==> src/rtl/sr_driver_pkg.sv <==
// Shared types and helpers for the sr_driver debouncer / pulse generator.
package sr_driver_pkg;

    typedef enum logic [2:0] {
        STABLE_LO = 3'd0,
        DEB_HI    = 3'd1,
        PULSE_SET = 3'd2,
        STABLE_HI = 3'd3,
        DEB_LO    = 3'd4,
        PULSE_RST = 3'd5
    } state_e;

    // One counter serves both phases, so size it for the longer of the two.
    function automatic int cnt_width(input int deb_cycles, input int pulse_cycles);
        int m;
        m = (deb_cycles > pulse_cycles) ? deb_cycles : pulse_cycles;
        return $clog2(m) + 1;
    endfunction

endpackage

==> src/rtl/sync2.sv <==
// Two-flop synchronizer for a single asynchronous level, cleared to 0 on reset.
module sync2 (
    input  logic clk,
    input  logic rst,
    input  logic d_i,
    output logic q_o
);

    logic meta_q;
    logic sync_q;

    always_ff @(posedge clk) begin
        if (rst) begin
            meta_q <= 1'b0;
            sync_q <= 1'b0;
        end else begin
            meta_q <= d_i;
            sync_q <= meta_q;
        end
    end

    assign q_o = sync_q;

endmodule

==> src/rtl/sr_driver.sv <==
// Debounces one raw level and turns each accepted edge into an exclusive
// set (rising) or reset (falling) pulse for a downstream sr latch.
module sr_driver
    import sr_driver_pkg::*;
#(
    parameter int DEBOUNCE_CYCLES = 12000,
    parameter int PULSE_CYCLES    = 1
) (
    input  logic clk,
    input  logic rst,
    input  logic din,
    output logic s,
    output logic r,
    output logic level,
    output logic busy
);

    localparam int CW = cnt_width(DEBOUNCE_CYCLES, PULSE_CYCLES);
    localparam logic [CW-1:0] DEB_LAST   = CW'(DEBOUNCE_CYCLES - 1);
    localparam logic [CW-1:0] PULSE_LAST = CW'(PULSE_CYCLES - 1);

    logic          din_s;
    state_e        state_q, state_d;
    logic [CW-1:0] cnt_q, cnt_d;
    logic          s_q, s_d, r_q, r_d, level_q, level_d, busy_q, busy_d;

    sync2 u_sync (
        .clk (clk),
        .rst (rst),
        .d_i (din),
        .q_o (din_s)
    );

    always_ff @(posedge clk) begin
        if (rst) begin
            state_q <= STABLE_LO;
            cnt_q   <= '0;
            s_q     <= 1'b0;
            r_q     <= 1'b0;
            level_q <= 1'b0;
            busy_q  <= 1'b0;
        end else begin
            state_q <= state_d;
            cnt_q   <= cnt_d;
            s_q     <= s_d;
            r_q     <= r_d;
            level_q <= level_d;
            busy_q  <= busy_d;
        end
    end

    always_comb begin
        state_d = state_q;
        unique case (state_q)
            STABLE_LO: if (din_s) state_d = DEB_HI;
            DEB_HI: begin
                if (!din_s)                 state_d = STABLE_LO;
                else if (cnt_q == DEB_LAST) state_d = PULSE_SET;
            end
            PULSE_SET: if (cnt_q == PULSE_LAST) state_d = STABLE_HI;
            STABLE_HI: if (!din_s) state_d = DEB_LO;
            DEB_LO: begin
                if (din_s)                  state_d = STABLE_HI;
                else if (cnt_q == DEB_LAST) state_d = PULSE_RST;
            end
            PULSE_RST: if (cnt_q == PULSE_LAST) state_d = STABLE_LO;
            default: state_d = STABLE_LO;
        endcase
        // Counter restarts on every state entry and only runs in timed states.
        if (state_d != state_q || state_q == STABLE_LO || state_q == STABLE_HI)
            cnt_d = '0;
        else
            cnt_d = cnt_q + CW'(1);
    end

    // Outputs are decoded from the next state and registered, so the pins
    // change exactly at the state-entry edge and never glitch.
    always_comb begin
        s_d     = 1'b0;
        r_d     = 1'b0;
        level_d = 1'b0;
        busy_d  = 1'b0;
        unique case (state_d)
            STABLE_LO: ;
            DEB_HI:    busy_d = 1'b1;
            PULSE_SET: begin s_d = 1'b1; level_d = 1'b1; busy_d = 1'b1; end
            STABLE_HI: level_d = 1'b1;
            DEB_LO:    begin level_d = 1'b1; busy_d = 1'b1; end
            PULSE_RST: begin r_d = 1'b1; busy_d = 1'b1; end
            default: ;
        endcase
    end

    assign s     = s_q;
    assign r     = r_q;
    assign level = level_q;
    assign busy  = busy_q;

endmodule

==> config.mk <==
export PLATFORM = sky130hd
export DESIGN_NAME = sr_driver
export DESIGN_NICKNAME = d
export VERILOG_FILES = /design/src/rtl/sr_driver_pkg.sv /design/src/rtl/sync2.sv /design/src/rtl/sr_driver.sv
export SDC_FILE = /design/constraint.sdc
export NUM_CORES = 1
export LEC_CHECK = 0
export BUFFER_PORTS_ARGS = -buffer_cell sky130_fd_sc_hd__buf_2
export CORE_UTILIZATION = 35
export DETAILED_ROUTE_END_ITERATION = 10
export REMOVE_ABC_BUFFERS = 1
export SLEW_MARGIN = 20
export SYNTH_ARGS = -nofsm -noshare
export SYNTH_HDL_FRONTEND = slang
export SYNTH_SLANG_ARGS = --single-unit
==> constraint.sdc <==
create_clock -name clk -period 2.4 [get_ports clk]
set_clock_uncertainty 0.15 [all_clocks]
set_input_delay 0.24 -clock clk [delete_from_list [all_inputs] [get_ports clk]]
set_output_delay 0.24 -clock clk [all_outputs]
set_load 0.1 [all_outputs]
==> results of run 1 <==
area by class of cell:
class                   instances  area [um^2]
fillers                       327         1830
multi-input cells              95          651
clock buffers                   4         36.3
well taps                      44         55.1
inverters                       5         18.8
flip-flops and latches         24          480
repair buffers                  9         55.1
timing repair:
action,in CTS,in global routing
endpoints found under the setup margin,0,0
hold endpoints to repair,1,0
hold buffers,1,0
report_power, final:
part           switching [mW]  internal, mW  total, mW
logic                  0.0114       0.00939     0.0208
clock network           0.116        0.0927      0.208
registers             0.00453         0.401      0.406
metrics by stage:
| step | hold slack, ns | worst slack (ns) | instance area (um^2) | power [mW] |
|---|---|---|---|---|
| global placement | 0.275 | 0.241 | 1250 | 0.434 |
| CTS | 0.0177 | 0.194 | 1300 | 0.648 |
| finish | 0.0327 | 0.196 | 1300 | 0.635 |
| global route | 0.0185 | 0.113 | 1300 | 0.663 |
| detailed placement | 0.288 | 0.212 | 1250 | 0.434 |
| floorplan | 0.159 | 0.291 | 1150 | 0.428 |
layer usage:
layer | up-vias | share of wire | global-route usage
met3 | 5 | 0.018 | 0.0195
met5 | - | 0 | 0
met2 | 9 | 0.42 | 0.190
met4 | 0 | 0.028 | 0.0897
li1 | 464 | - | -
met1 | 397 | 0.53 | 0.171
cell families after synthesis:
logic type,count (synthesis),synth area share
compound gates,13,0.0859
xor+xnor,14,0.104
fa+ha+maj,2,0.0212
buf+inv,11,0.0414
flops,24,0.407
mux,3,0.0307
simple gates,63,0.310
final timing paths:
kind                                 to  cells after the start
setup reg to reg           s$_SDFF_PP0_                      5
hold / removal    state_q[0]$_SDFF_PP0_                      2
hold reg to reg   u_sync.q_o$_SDFF_PP0_                      1
setup / recovery           s$_SDFF_PP0_                      5
cell usage after synthesis:
| master | n |
|---|---|
| sky130_fd_sc_hd__a211oi_1 | 1 |
| sky130_fd_sc_hd__nor4_4 | 2 |
| sky130_fd_sc_hd__xor2_1 | 11 |
| sky130_fd_sc_hd__dfxtp_1 | 24 |
| sky130_fd_sc_hd__o31a_1 | 1 |
| sky130_fd_sc_hd__or4_4 | 1 |
| sky130_fd_sc_hd__o211ai_2 | 1 |
| sky130_fd_sc_hd__and2_0 | 1 |
| sky130_fd_sc_hd__nand3b_1 | 1 |
| sky130_fd_sc_hd__or4b_2 | 1 |
| sky130_fd_sc_hd__or4_1 | 2 |
| sky130_fd_sc_hd__mux2_4 | 1 |
| sky130_fd_sc_hd__inv_1 | 5 |
| sky130_fd_sc_hd__nand4_1 | 4 |
| sky130_fd_sc_hd__nor2_1 | 20 |
| sky130_fd_sc_hd__o21ai_0 | 3 |
| sky130_fd_sc_hd__a21o_1 | 2 |
| sky130_fd_sc_hd__o31ai_1 | 1 |
| sky130_fd_sc_hd__ha_1 | 2 |
| sky130_fd_sc_hd__and3_1 | 3 |
| sky130_fd_sc_hd__clkbuf_1 | 5 |
| sky130_fd_sc_hd__mux2_2 | 1 |
| sky130_fd_sc_hd__o211a_1 | 1 |
| sky130_fd_sc_hd__nand3_1 | 7 |
| sky130_fd_sc_hd__a31oi_1 | 2 |
| sky130_fd_sc_hd__xnor2_1 | 3 |
| sky130_fd_sc_hd__or3_1 | 2 |
| sky130_fd_sc_hd__nor3b_1 | 1 |
| sky130_fd_sc_hd__nand2_1 | 9 |
| sky130_fd_sc_hd__nand4b_1 | 1 |
| sky130_fd_sc_hd__nor2b_1 | 2 |
| sky130_fd_sc_hd__buf_6 | 1 |
| sky130_fd_sc_hd__nand2b_1 | 3 |
| sky130_fd_sc_hd__mux2i_1 | 1 |
| sky130_fd_sc_hd__and2b_1 | 1 |
| sky130_fd_sc_hd__o2111a_2 | 1 |
| sky130_fd_sc_hd__and4_1 | 2 |
flip-flops by register name (all words and copies together), names as in the netlist:
signal	flops
state_q	3
u_sync.q_o	1
cnt_q	15
level	1
busy	1
u_sync.meta_q	1
r	1
s	1
==> summary.md, run 1 <==
| Metric | Value |
|---|---|
| Final Util | `0.414` |
| Startpoint type of the worst setup path | `flip-flop` |
| Highest-count cells in the layout ignoring fill and taps | `sky130_fd_sc_hd__dfxtp_1, sky130_fd_sc_hd__nor2_1, sky130_fd_sc_hd__xor2_1` |
| Run status | `finished, final reports clean` |
| Clk Tree Root Cell | `sky130_fd_sc_hd__clkbuf_4` |
| Grt ovf | `0` |
| Number of antenna violations at the first check in global routing | `0` |
| Commonest non-fill, non-tap cell in the layout | `sky130_fd_sc_hd__dfxtp_1` |
| Leakage power summed over all cells | `0.484 nW` |
| Initial core utilization | `0.377` |
| Drt pass-1 iters | `4` |
| RD Place Congestion | `0.808` |
| Fmax | `0.454 GHz` |
| CP top delay family | `simple AND/OR/NAND/NOR gates` |
| Via count | `875` |
| Total power divided by cell area | `490 nW/um^2` |
| Die Area | `3610 um^2` |
| Start point of the worst min-delay path | `rst` |
| Quantity of I/O buffers inserted on ports | `6` |
| Detail-routed net length per standard cell | `10.8 um` |
| Distinct cell type count of the synthesized netlist | `37` |
| Slowest library cell on the worst path | `sky130_fd_sc_hd__or4_4` |
| Total Routing Usage GR | `0.129` |
| Worst relative slew slack | `0.678` |
| DRT antenna net count | `0` |
| Largest area contributor in the netlist | `sky130_fd_sc_hd__dfxtp_1` |
| Maximum fanout encountered on the critical timing path | `4` |
| Max-slew violation total from the final report | `0` |
| DRC errors left | `0` |
| Detailed Route Iter0 Violations | `17` |
| Clock buffer count from CTS | `3` |
| Clock net sink count | `24` |
| Final hold violation count | `0` |
| # placed instances | `176` |
| CTS Buffer Depth | `2` |
| Maximum number of pins on one net before global-route repair | `16` |
| Gate count after technology mapping | `130` |
| Req. time, crit path | `2.47 ns` |
| Number of synthesized register bits | `24` |
| Sum of routed wire length over all layers | `1960 um` |
| Half-perimeter wire length after placement | `1440 um` |
| Post-layout minimum cycle time | `2.20 ns` |
| Worst-Skew Late Latency | `0.31 ns` |
| Worst Setup SP | `cnt_q[8]$_SDFF_PP0_` |
| Worst hold-check path type | `input port to flip-flop` |
| Final TNS setup | `0 ns` |
| Synthesis Warnings | `0` |
| Number of maximum-capacitance violations | `0` |
| Crit-path max cell delay | `0.58 ns` |
| Synthesis-to-finish area growth | `9.86%` |
| Number of H-tree levels | `1` |
| Type of element capturing the critical path | `flip-flop` |
| Fraction of final layout cells with drive strength greater than 1 | `0.146` |
| CP Class | `flip-flop to flip-flop` |
| Number of buffers inserted to repair setup after CTS | `0` |
| Worst Tran Pin Value | `0.486 ns` |
| Share of the cycle needed by the critical path after routing | `0.918` |
| Synth area leaders | `sky130_fd_sc_hd__dfxtp_1, sky130_fd_sc_hd__xor2_1, sky130_fd_sc_hd__nor2_1` |
| Antenna diode instance count | `0` |
| Post-synthesis cell area | `1180 um^2` |
| Source of the worst register-to-register timing path | `cnt_q[8]$_SDFF_PP0_` |
| Nets | `143` |
| Via count normalized by instance count | `4.83` |
| Final instance count without filler cells | `181` |
| CP bufs+invs | `0` |
| Worst path arrival time | `2.28 ns` |
| RSZ-0062 raised after global routing | `no` |
| Global-route wire length before repair | `3440 um` |
| Register-to-register setup slack | `0.20 ns` |
| Total core area | `3130 um^2` |
| Overall die width | `60.1 um` |
| Post-synthesis sequential area ratio | `0.407` |
| Die Height | `60.1 um` |
| Via count of the first global-routing pass | `809` |
| Number of gates resized after CTS | `0` |
| Number of ports placed on the die boundary | `7` |
| Cell chain of the critical path | `or4_4 > nor4_4 > mux2_4 > o2111a_2 > and2b_1` |
| Clock slew at the register clock pins of the worst setup and hold paths | `0.12 ns` |
| Count of endpoints failing setup in the final report | `0` |
| Worst supply voltage drop on vdd | `0.318 mV` |
| Std-Cell Rows | `20` |
| TritonCTS clock tree | `done` |
| Yosys top cell area share | `0.407` |
| Synthesized area per cell | `9.08 um^2` |
No activity file was read; power rests on OpenSTA's default activity.
==> run 2, diff against run 1 <==
- SYNTH_HIERARCHICAL: unset -> 1
==> summary.md, run 2 <==
| Metric | Value |
|---|---|
| Run status | `finished, final reports clean` |
| Cell chain of the critical path | `or4_4 > nor4_4 > nor4_2 > or3_1 > o21ai_1` |
| Detail-routed net length per standard cell | `11.9 um` |
| Overall die width | `60 um` |
| RSZ-0062 raised after global routing | `no` |
| Crit-path max cell delay | `0.55 ns` |
| Synthesis Warnings | `6` |
| Count of endpoints failing setup in the final report | `0` |
| Nets | `149` |
| Number of enable-type register cells in the synthesized netlist | `0` |
| CP bufs+invs | `0` |
| Gate count after technology mapping | `136` |
| Most used standard cells in the synthesized netlist | `sky130_fd_sc_hd__nor2_1, sky130_fd_sc_hd__dfxtp_1, sky130_fd_sc_hd__inv_1` |
| Via count normalized by instance count | `5.01` |
| Distinct cell type count of the synthesized netlist | `36` |
| Worst hold-check path type | `input port to flip-flop` |
| Quantity of I/O buffers inserted on ports | `6` |
| CTS Buffer Depth | `2` |
| Share of the cycle needed by the critical path after routing | `0.854` |
| Worst Tran Pin Value | `0.634 ns` |
| Total Routing Usage GR | `0.142` |
| Number of antenna violations at the first check in global routing | `0` |
| Commonest non-fill, non-tap cell in the layout | `sky130_fd_sc_hd__nor2_1` |
| Via count | `932` |
| Via count of the first global-routing pass | `894` |
| Number of ports placed on the die boundary | `7` |
| Fmax | `0.488 GHz` |
| Number of gates resized after CTS | `0` |
| Worst-Skew Late Latency | `0.31 ns` |
| Post-layout minimum cycle time | `2.05 ns` |
| Leading cell type by number of instances after synthesis | `sky130_fd_sc_hd__nor2_1` |
| TritonCTS clock tree | `done` |
| Req. time, crit path | `2.50 ns` |
| Startpoint type of the worst setup path | `flip-flop` |
| Highest-count cells in the layout ignoring fill and taps | `sky130_fd_sc_hd__nor2_1, sky130_fd_sc_hd__dfxtp_1, sky130_fd_sc_hd__inv_1` |
| Maximum number of pins on one net before global-route repair | `16` |
| Fraction of final layout cells with drive strength greater than 1 | `0.127` |
| Final Util | `0.408` |
| Post-synthesis cell area | `1180 um^2` |
| Max-slew violation total from the final report | `0` |
| Yosys top cell area share | `0.408` |
| Clock buffer count from CTS | `3` |
| Synthesized area per cell | `8.66 um^2` |
| Dominant register cell in the synthesized netlist | `sky130_fd_sc_hd__dfxtp_1` |
| Leakage power summed over all cells | `0.448 nW` |
| Clock slew at the register clock pins of the worst setup and hold paths | `0.12 ns` |
| Cell area after layout | `1270 um^2` |
| Final TNS setup | `0 ns` |
| Detailed Route Iter0 Violations | `48` |
| Final hold violation count | `0` |
| Worst slack on hold paths | `0.0630 ns` |
| Clk Tree Root Cell | `sky130_fd_sc_hd__clkbuf_4` |
| Number of synthesized register bits | `24` |
| Synthesis-to-finish area growth | `8.29%` |
| Largest register FFs | `15` |
| Number of H-tree levels | `1` |
| Largest registers | `cnt_q (15), state_q (3)` |
| Total core area | `3130 um^2` |
| Register with the most flip-flops | `cnt_q` |
| CP top delay family | `simple AND/OR/NAND/NOR gates` |
| Post-route total power | `600 uW` |
| DRC errors left | `0` |
| Clock net sink count | `24` |
| Die Area | `3600 um^2` |
| Placed cell areas | `1240 um^2` |
| Number of maximum-capacitance violations | `0` |
| Type of element capturing the critical path | `flip-flop` |
| Std-Cell Rows | `20` |
| Worst path arrival time | `2.15 ns` |
| CP Class | `flip-flop to flip-flop` |
| Grt ovf | `0` |
| Sum of routed wire length over all layers | `2210 um` |
| Die Height | `60 um` |
| Worst supply voltage drop on vdd | `0.254 mV` |
| Maximum fanout encountered on the critical timing path | `5` |
| DRT antenna net count | `0` |
| Synth area leaders | `sky130_fd_sc_hd__dfxtp_1, sky130_fd_sc_hd__nor2_1, sky130_fd_sc_hd__xor2_1` |
| Half-perimeter wire length after placement | `1650 um` |
| Worst relative slew slack | `0.576` |
| Slowest library cell on the worst path | `sky130_fd_sc_hd__or4_4` |
| Antenna diode instance count | `0` |
| Total power divided by cell area | `471 nW/um^2` |
| Share of flip-flops with an asynchronous set or reset after synthesis | `0` |
| Initial core utilization | `0.376` |
| Post-synthesis sequential area ratio | `0.408` |
| Global-route wire length before repair | `3770 um` |
| Drt pass-1 iters | `4` |
| Number of buffers inserted to repair setup after CTS | `0` |
| RD Place Congestion | `0.789` |
| Largest area contributor in the netlist | `sky130_fd_sc_hd__dfxtp_1` |
==> run 2: repair_timing <==
item / in CTS / in global routing
hold endpoints to repair: 1 / 0
hold buffers: 1 / 0
endpoints found under the setup margin: 0 / 0
==> run 2: path summary, 6_finish.rpt <==
| check | startpoint | endpoint | slack, ns | cells after the start |
|---|---|---|---|---|
| max | cnt_q[8]$_SDFF_PP0_ | level$_SDFF_PP0_ | 0.35 | 5 |
| min | rst | u_sync/meta_q$_SDFF_PP0_ | 0.06 | 2 |
| max reg2reg | cnt_q[8]$_SDFF_PP0_ | level$_SDFF_PP0_ | 0.35 | 5 |
| min reg2reg | u_sync/meta_q$_SDFF_PP0_ | u_sync/q_o$_SDFF_PP0_ | 0.32 | 1 |
==> run 2: routing by layer <==
metal	part of all wire	vias to the layer above	GRT usage	wire, um
met5	0	-	0	0
met4	0.0045	0	0.0631	10
met3	0.035	2	0.0390	78
met2	0.48	17	0.235	1060
met1	0.48	433	0.170	1070
li1	-	480	-	-
==> run 2: worst reg2reg max path: stages (launching register included) <==
cell	delay, ns
sky130_fd_sc_hd__dfxtp_1	0.37
sky130_fd_sc_hd__or4_4	0.55
sky130_fd_sc_hd__nor4_4	0.31
sky130_fd_sc_hd__nor4_2	0.10
sky130_fd_sc_hd__or3_1	0.37
sky130_fd_sc_hd__o21ai_1	0.14
==> run 2: cell families after synthesis <==
| group | synth area share |
|---|---|
| AOI/OAI and AO/OA | 0.115 |
| xor gates and xnor gates | 0.104 |
| adders and majority gates | 0.0213 |
| buffers and inverters | 0.0521 |
| DFF | 0.408 |
| muxes | 0.00956 |
| and+or+nand+nor | 0.290 |
==> run 2: metrics by stage <==
step	cells	setup WS [ns]
4_1_cts	186	0.324
2_1_floorplan	132	0.483
5_1_grt	186	0.149
3_3_place_gp	182	0.410
6_report	186	0.352
3_5_place_dp	182	0.343
==> run 2: area by class of cell <==
class	count	area, um^2
Inverter	11	41.3
Timing Repair Buffer	7	40.0
Multi-Input combinational cell	97	636
Fill cell	311	1850
Sequential cell	24	480
Tap cell	44	55.1
Clock buffer	3	22.5
==> run 2: report_power, final <==
| group | leakage (nW) | internal [mW] | total (mW) | switching, mW |
|---|---|---|---|---|
| clock | 0.0138 | 0.0587 | 0.170 | 0.111 |
| combinational | 0.240 | 0.0101 | 0.0245 | 0.0145 |
| sequential | 0.194 | 0.401 | 0.406 | 0.00488 |
